### config.mk
export PLATFORM = sky130hd
export DESIGN_NAME = branch_resolve_unit
export DESIGN_NICKNAME = d
export VERILOG_FILES = /design/src/rtl/branch_resolve_unit.sv
export SDC_FILE = /design/constraint.sdc
export NUM_CORES = 1
export LEC_CHECK = 0
export BUFFER_PORTS_ARGS = -buffer_cell sky130_fd_sc_hd__buf_2
export CAP_MARGIN = 25
export CORE_MARGIN = 5
export CORE_UTILIZATION = 40
export DETAILED_ROUTE_END_ITERATION = 8
export GPL_ROUTABILITY_DRIVEN = 0
export PLACE_DENSITY = 0.67
export SLEW_MARGIN = 10
export SYNTH_ARGS = -nofsm -noshare
export SYNTH_HDL_FRONTEND = slang
export SYNTH_SLANG_ARGS = --single-unit
### constraint.sdc
create_clock -name clk -period 2.4 [get_ports clk]
set_input_delay 0.12 -clock clk [delete_from_list [all_inputs] [get_ports clk]]
set_output_delay 0.12 -clock clk [all_outputs]
set_load 0.01 [all_outputs]
### src/rtl/branch_resolve_unit.sv
// branch_resolve_unit: carries F-stage branch predictions to Execute, resolves them
// against the actual outcome and keeps saturating branch/mispredict counters.
module branch_resolve_unit #(
    parameter int CNT_WIDTH = 16
) (
    input  logic                 clk,
    input  logic                 reset,
    input  logic                 StallD,
    input  logic                 FlushD,
    input  logic                 StallE,
    input  logic                 FlushE,
    input  logic                 PCSrcPredF,
    input  logic [31:0]          PredPCTargetF,
    input  logic                 BranchOpEb0,
    input  logic                 PCSrcResE,
    input  logic [31:0]          PCTargetE,
    input  logic [31:0]          PCPlus4E,
    output logic                 PCSrcPredE,
    output logic                 TargetMatchE,
    output logic                 MispredictE,
    output logic [31:0]          RedirectPCE,
    output logic [CNT_WIDTH-1:0] BranchCount,
    output logic [CNT_WIDTH-1:0] MispredictCount
);
    logic        pcSrcPredD;
    logic [31:0] predPCTargetD;
    logic [31:0] predPCTargetE;
    logic        countEn;

    assign TargetMatchE = predPCTargetE == PCTargetE;
    // a taken prediction on a non-branch is an alias and must be undone
    assign MispredictE  = BranchOpEb0 ? (PCSrcPredE != PCSrcResE) | (PCSrcPredE & PCSrcResE & ~TargetMatchE)
                                      : PCSrcPredE;
    assign RedirectPCE  = (BranchOpEb0 & PCSrcResE) ? PCTargetE : PCPlus4E;
    assign countEn      = ~StallE & ~FlushE;

    always_ff @(posedge clk) begin
        if (reset) begin
            pcSrcPredD      <= 1'b0;
            predPCTargetD   <= '0;
            PCSrcPredE      <= 1'b0;
            predPCTargetE   <= '0;
            BranchCount     <= '0;
            MispredictCount <= '0;
        end else begin
            if (FlushD) begin
                pcSrcPredD    <= 1'b0;
                predPCTargetD <= '0;
            end else if (!StallD) begin
                pcSrcPredD    <= PCSrcPredF;
                predPCTargetD <= PredPCTargetF;
            end
            if (FlushE) begin
                PCSrcPredE    <= 1'b0;
                predPCTargetE <= '0;
            end else if (!StallE) begin
                PCSrcPredE    <= pcSrcPredD;
                predPCTargetE <= predPCTargetD;
            end
            if (countEn && BranchOpEb0 && BranchCount != '1)
                BranchCount <= BranchCount + 1'b1;
            if (countEn && MispredictE && MispredictCount != '1)
                MispredictCount <= MispredictCount + 1'b1;
        end
    end
endmodule

== Word-level counts from Yosys, hierarchy flattened ==
Cells that the tools add are included.
Word-level totals
  bits in registers: 98
  logic and storage cells: 28
Cells by class
  $add $sub $neg: 2
  equal/unequal tests: 4
  multiplexer cells: 2
  bitwise gates (word level): 8
  reduce and logical (&&, ||, !) cells: 6
Operators by type and width (number)
  $add A16 B1 Y16 const B: 2
  $eq A32 B32 Y1: 1
  $mux W32: 1
  $ne A16 B16 Y1 const B: 2
  $and A1 B1 Y1: 4
  $logic_and A1 B1 Y1: 4
  $reduce_or A2 Y1: 2
  $not A1 Y1: 3
  $mux W1: 1
  $ne A1 B1 Y1: 1
  $or A1 B1 Y1: 1

== Logic depth before layout (Yosys ltp) ==
  word-level depth: 7
  depth in mapped cells: 8
  depth with buffers taken out: 7

== Least setup slack after synthesis ==
OpenSTA, ideal clock, no wires.
  path kind: register -> register
  start point: register predPCTargetE[11]
  end point: register MispredictCount[14]
  data arrival time: 1.858 ns
  required time: 2.279 ns
  path slack: 0.420 ns
  cell stages (with the launch flop): 9
  buffers on the path: 1
  cell sequence: dfxtp_1 > xor2_1 > nor4_1 > nand2_1 > o31a_1 > o211ai_4 > buf_6 > nor3_1 > mux2_4
On the way
  cells in the longest elaborated chain, start to end: 7
Ends and longest elaborated chain
  from (decl): line 27  | logic [31:0] predPCTargetE;
  from (signal assigned): line 58  | predPCTargetE <= predPCTargetD;
  $eq A32 B32 Y1: line 30  | assign TargetMatchE = predPCTargetE == PCTargetE;
  $not A1 Y1: line 32  | assign MispredictE = BranchOpEb0 ? (PCSrcPredE != PCSrcResE) | (PCSrcPredE & PCSrcResE & ~TargetMatchE)
  $and A1 B1 Y1: line 32
  $or A1 B1 Y1: line 32
  $mux W1: line 32
  $logic_and A1 B1 Y1 (2 in series): line 62  | if (countEn && MispredictE && MispredictCount != '1)
  to (signal assigned): line 63  | MispredictCount <= MispredictCount + 1'b1;
  to (decl): line 23  | output logic [CNT_WIDTH-1:0] MispredictCount
Every way passes these cells.
A chain may end at the register's enable or synchronous reset.

== Final worst setup path ==
  start point: register predPCTargetE[8]
  end point: register MispredictCount[5]
The elaborated chain is that of the path after synthesis.

==> flow_summary_export.csv <==
group,metric,value,unit
route,drtAntennaViolNets,0,
cts,worstSkewPairLatency,340,ps
min_path,hold_path_startpoint,"PredPCTargetF[10]",
timing,setup_viol,0,
worst_setup_path,critical-path-slowest-cell,"nor4_2",
timing,post-route-min-period,2260,ps
worst_setup_path,crit_arrival,2490,ps
timing,final.setup_skew,10.1,ps
pwr,power_per_cell_area,609,nW/µm²
pwr,share_comb_of_total_power,11.3,%
global_route,first_pass_grt_wire_length,20.6,mm
floorplan,die_h,118,µm
pwr,power_switching_share,24.0,%
worst_setup_path,critical_path.cell_chain,"xor2_1, nor4_2, nand4_1, o31a_1, o211ai_4, buf_4, nor3_1, mux2_2",
global_route,maximum_number_of_pins_on_one_net_before_global_route_repair,34,
synth,ys.warnings.count,0,
synth,synthesis.area,4660,µm²
cts,cts_tree,"done",
worst_setup_path,worstPathRequired,2630,ps
synth,postSynth.topFlopCell,"dfxtp_1",
timing,relSlewSlack,51.9,%
place,place_worst_setup_slack,-29.9,ps
run_status,status,"complete, no violations",
timing,maxClockFrequency,0.442,GHz
final_layout,area.growth.synth_to_final,29.3,%
place,dpl_cell_area,5650,µm²
cts,worst_setup_hold_path_clk_slew,70,ps
worst_setup_path,number_of_buffer_and_inverter_stages_on_the_critical_path,1,
synth,synthArstFlopShare,0,%
route,detailroute.via_count,4136,
pwr,vdd_drop_max,0.000446,V
floorplan,floorplan.initialDensity,40.8,%
worst_setup_path,ff2ff_path_depth,8,
synth,count_leader_synth,"dfxtp_1",
floorplan,die_area,13900,µm²
timing,post-route-period-util,94.2,%
floorplan,dieWidth,118,µm
final_layout,postLayoutCoreUtil,52.8,%
pwr,power.leakage,2.81,nW
final_layout,drive_above_1_share,35.6,%
global_route,grt_antenna_before_repair,0,
route,routed_wl,12.5,mm
synth,synth-seq-area-share,42.1,%
route,drt_drc_violations_left,0,
pwr,total_switching_power,0.879,mW
timing,timing_worst_slew_pin_value,721,ps
synth,syn-num-nets,603,
min_path,worstHoldEndpoint,"predPCTargetD[10]",
worst_setup_path,rr_startpoint,"predPCTargetE[8]",
pwr,internal_power,2.79,mW
worst_setup_path,criticalPathCategory,"flip-flop to flip-flop",
cts,cts_root_buffer,"clkbuf_16",
worst_setup_path,worst_path_dominant_cell_family,"compound AO/OA/AOI/OAI gates",
floorplan,ios,172,
worst_setup_path,crit_fanout,8,
worst_setup_path,crit_path_max_incr_delay,350,ps
synth,synth_largest_type_area_fraction,42.1,%
worst_setup_path,regToRegEndpoint,"MispredictCount[5]",
route,post_drt_wl_per_cell,15.4,µm
final_layout,final_nets,769,
route,drt_pass1_iterations,4,
synth,synth.top_cells.by_area,"dfxtp_1, mux2i_1, mux2_2",
worst_setup_path,worstSetupStartpoint,"predPCTargetE[8]",
job,cap_viol_max_count,0,
cts,cts-root-to-sink-buffers,2,
place,buffer_ports.inserted,171,
synth,synth-edff-count,0,
synth,synth_commonest_cells,"dfxtp_1, nor2_1, mux2i_1",
synth,ys_seq_elements,98,
cts,count_of_clock_tree_sinks,98,
worst_setup_path,worstSetupStartpointType,"flip-flop",
place,place.detailed.hpwl,9.53,mm
timing,grt_setup_unrepaired,"false",
min_path,tightest_hold_check_type,"input pin to flip-flop",
timing,finalWorstSetupSlack,138,ps
synth,syn_area_per_cell,9.42,µm²
global_route,gr-usage-all-layers,17.9,%
route,detail_route.vias_per_cell,5.11,
worst_setup_path,r2r_slack,140,ps
cts,htree_num_levels,3,
synth,mapped_cells,495,
route,drt_iter0_drc,275,
cts,cts-buffers-inserted,9,
timing,final_hold_viol_count,0,
worst_setup_path,cp-end-kind,"flip-flop",
global_route,first_global_vias,4171,
min_path,whs_path_depth,3,
pwr,totalPowerFinal,3.67,mW
final_layout,stdcell_area,6020,µm²
place,place.detailed.instances,790,
timing,hold-worst-slack,12.0,ps
pwr,seq_power_share,45.4,%
synth,synth.lib_cells_used.distinct,40,
floorplan,core.rowCount,39,
timing,finalSetupTns,0,ps
pwr,clkPwrFrac,43.3,%
synth,synth_largest_area_cell,"dfxtp_1",
timing,final-max-slew-violation-count,0,
global_route,grt_remaining_overflow,0,
floorplan,core_region_area,11400,µm²
final_layout,final_cells,810,
final cells by class:
cell class | instances | area [µm²]
tap | 143 | 179
multi-input combinational | 370 | 2600
inverter | 2 | 7.51
timing repair buffer | 180 | 938
clock inverter | 7 | 109
sequential | 98 | 1960
fill | 1055 | 5390
clock buffer | 9 | 225
antenna | 1 | 2.50
state kept, by name (all words and copies together), names as in the netlist:
name,cells
predPCTargetD,32
PCSrcPredE,1
MispredictCount,16
predPCTargetE,32
pcSrcPredD,1
BranchCount,16
how the worst max path moves through the flow:
stage | end | slack [ps] | depth (start not counted)
6_report | MispredictCount[5] | 140 | 8
5_1_grt | MispredictCount[5] | 30 | 8
4_1_cts | MispredictCount[13] | 60 | 8
3_5_place_dp | MispredictCount[13] | -30 | 8
3_3_place_gp | MispredictCount[13] | 30 | 8
2_1_floorplan | MispredictCount[14] | 420 | 8
cell families (layout without fill, tap and decap cells):
family	after synthesis	after routing	share of synthesized area [%]
AOI/OAI and AO/OA	37	37	4.78
xor gates and xnor gates	42	42	7.89
adders and majority gates	3	3	0.805
buffers and inverters	27	198	2.36
DFF	98	98	42.1
muxes	103	103	23.2
other	0	1	0
and+or+nand+nor	185	185	18.9
power by group through the flow:
stage,sequential (mW),clock (mW),combinational [mW]
after floorplan,1.70,0,0.228
final,1.67,1.59,0.413
after CTS,1.67,1.63,0.419
after global placement,1.70,0,0.408
after detailed placement,1.70,0,0.415
after global routing,1.67,1.71,0.454
what timing repair did:
action                                  4_1_cts  5_1_grt
pin swaps                                     0        1
setup buffers                                 0        2
hold buffers                                  1        0
endpoints found under the hold margin         1        0
endpoints found under the setup margin        1        3
gates resized for setup                       2        0
layer usage:
layer  track usage [%]  part of all wire [%]  wire length [µm]  vias up
li1                  -                     -                 -     2061
met1              21.1                    41              5160     1914
met2              30.4                    49              6080      144
met3              5.86                   7.6               950       17
met4              6.31                   2.2               276        0
met5                 0                     0                 0        -
cells in the final DEF (no fill, tap or decap), types with 2 or more instances in the layout:
master	synthesis	layout
mux2_2	35	35
o21ai_0	14	14
clkbuf_16	0	9
nand2_1	18	18
dfxtp_1	98	98
inv_8	0	2
or3_1	10	10
nor4_2	0	2
nor3_1	11	11
a21oi_1	14	14
nand2b_1	3	3
nand3_1	13	13
xnor2_1	4	4
bufinv_16	0	2
nor4_1	9	7
nor2b_1	4	4
xor2_1	38	38
nand4_1	7	7
buf_4	0	7
buf_2	1	171
mux2i_1	67	67
clkinv_4	0	2
ha_1	3	3
and4_1	6	6
and3_1	6	6
inv_1	2	2
nor2_1	90	90
o21ai_1	2	2
or2_2	2	2
worst min-delay path: cells and delay by family:
kind	cells	cell delay, ps
buffers and inverters	1	70
multiplexers	1	50
AND/OR/NAND/NOR	1	70
No activity file was read; power rests on OpenSTA's default activity.
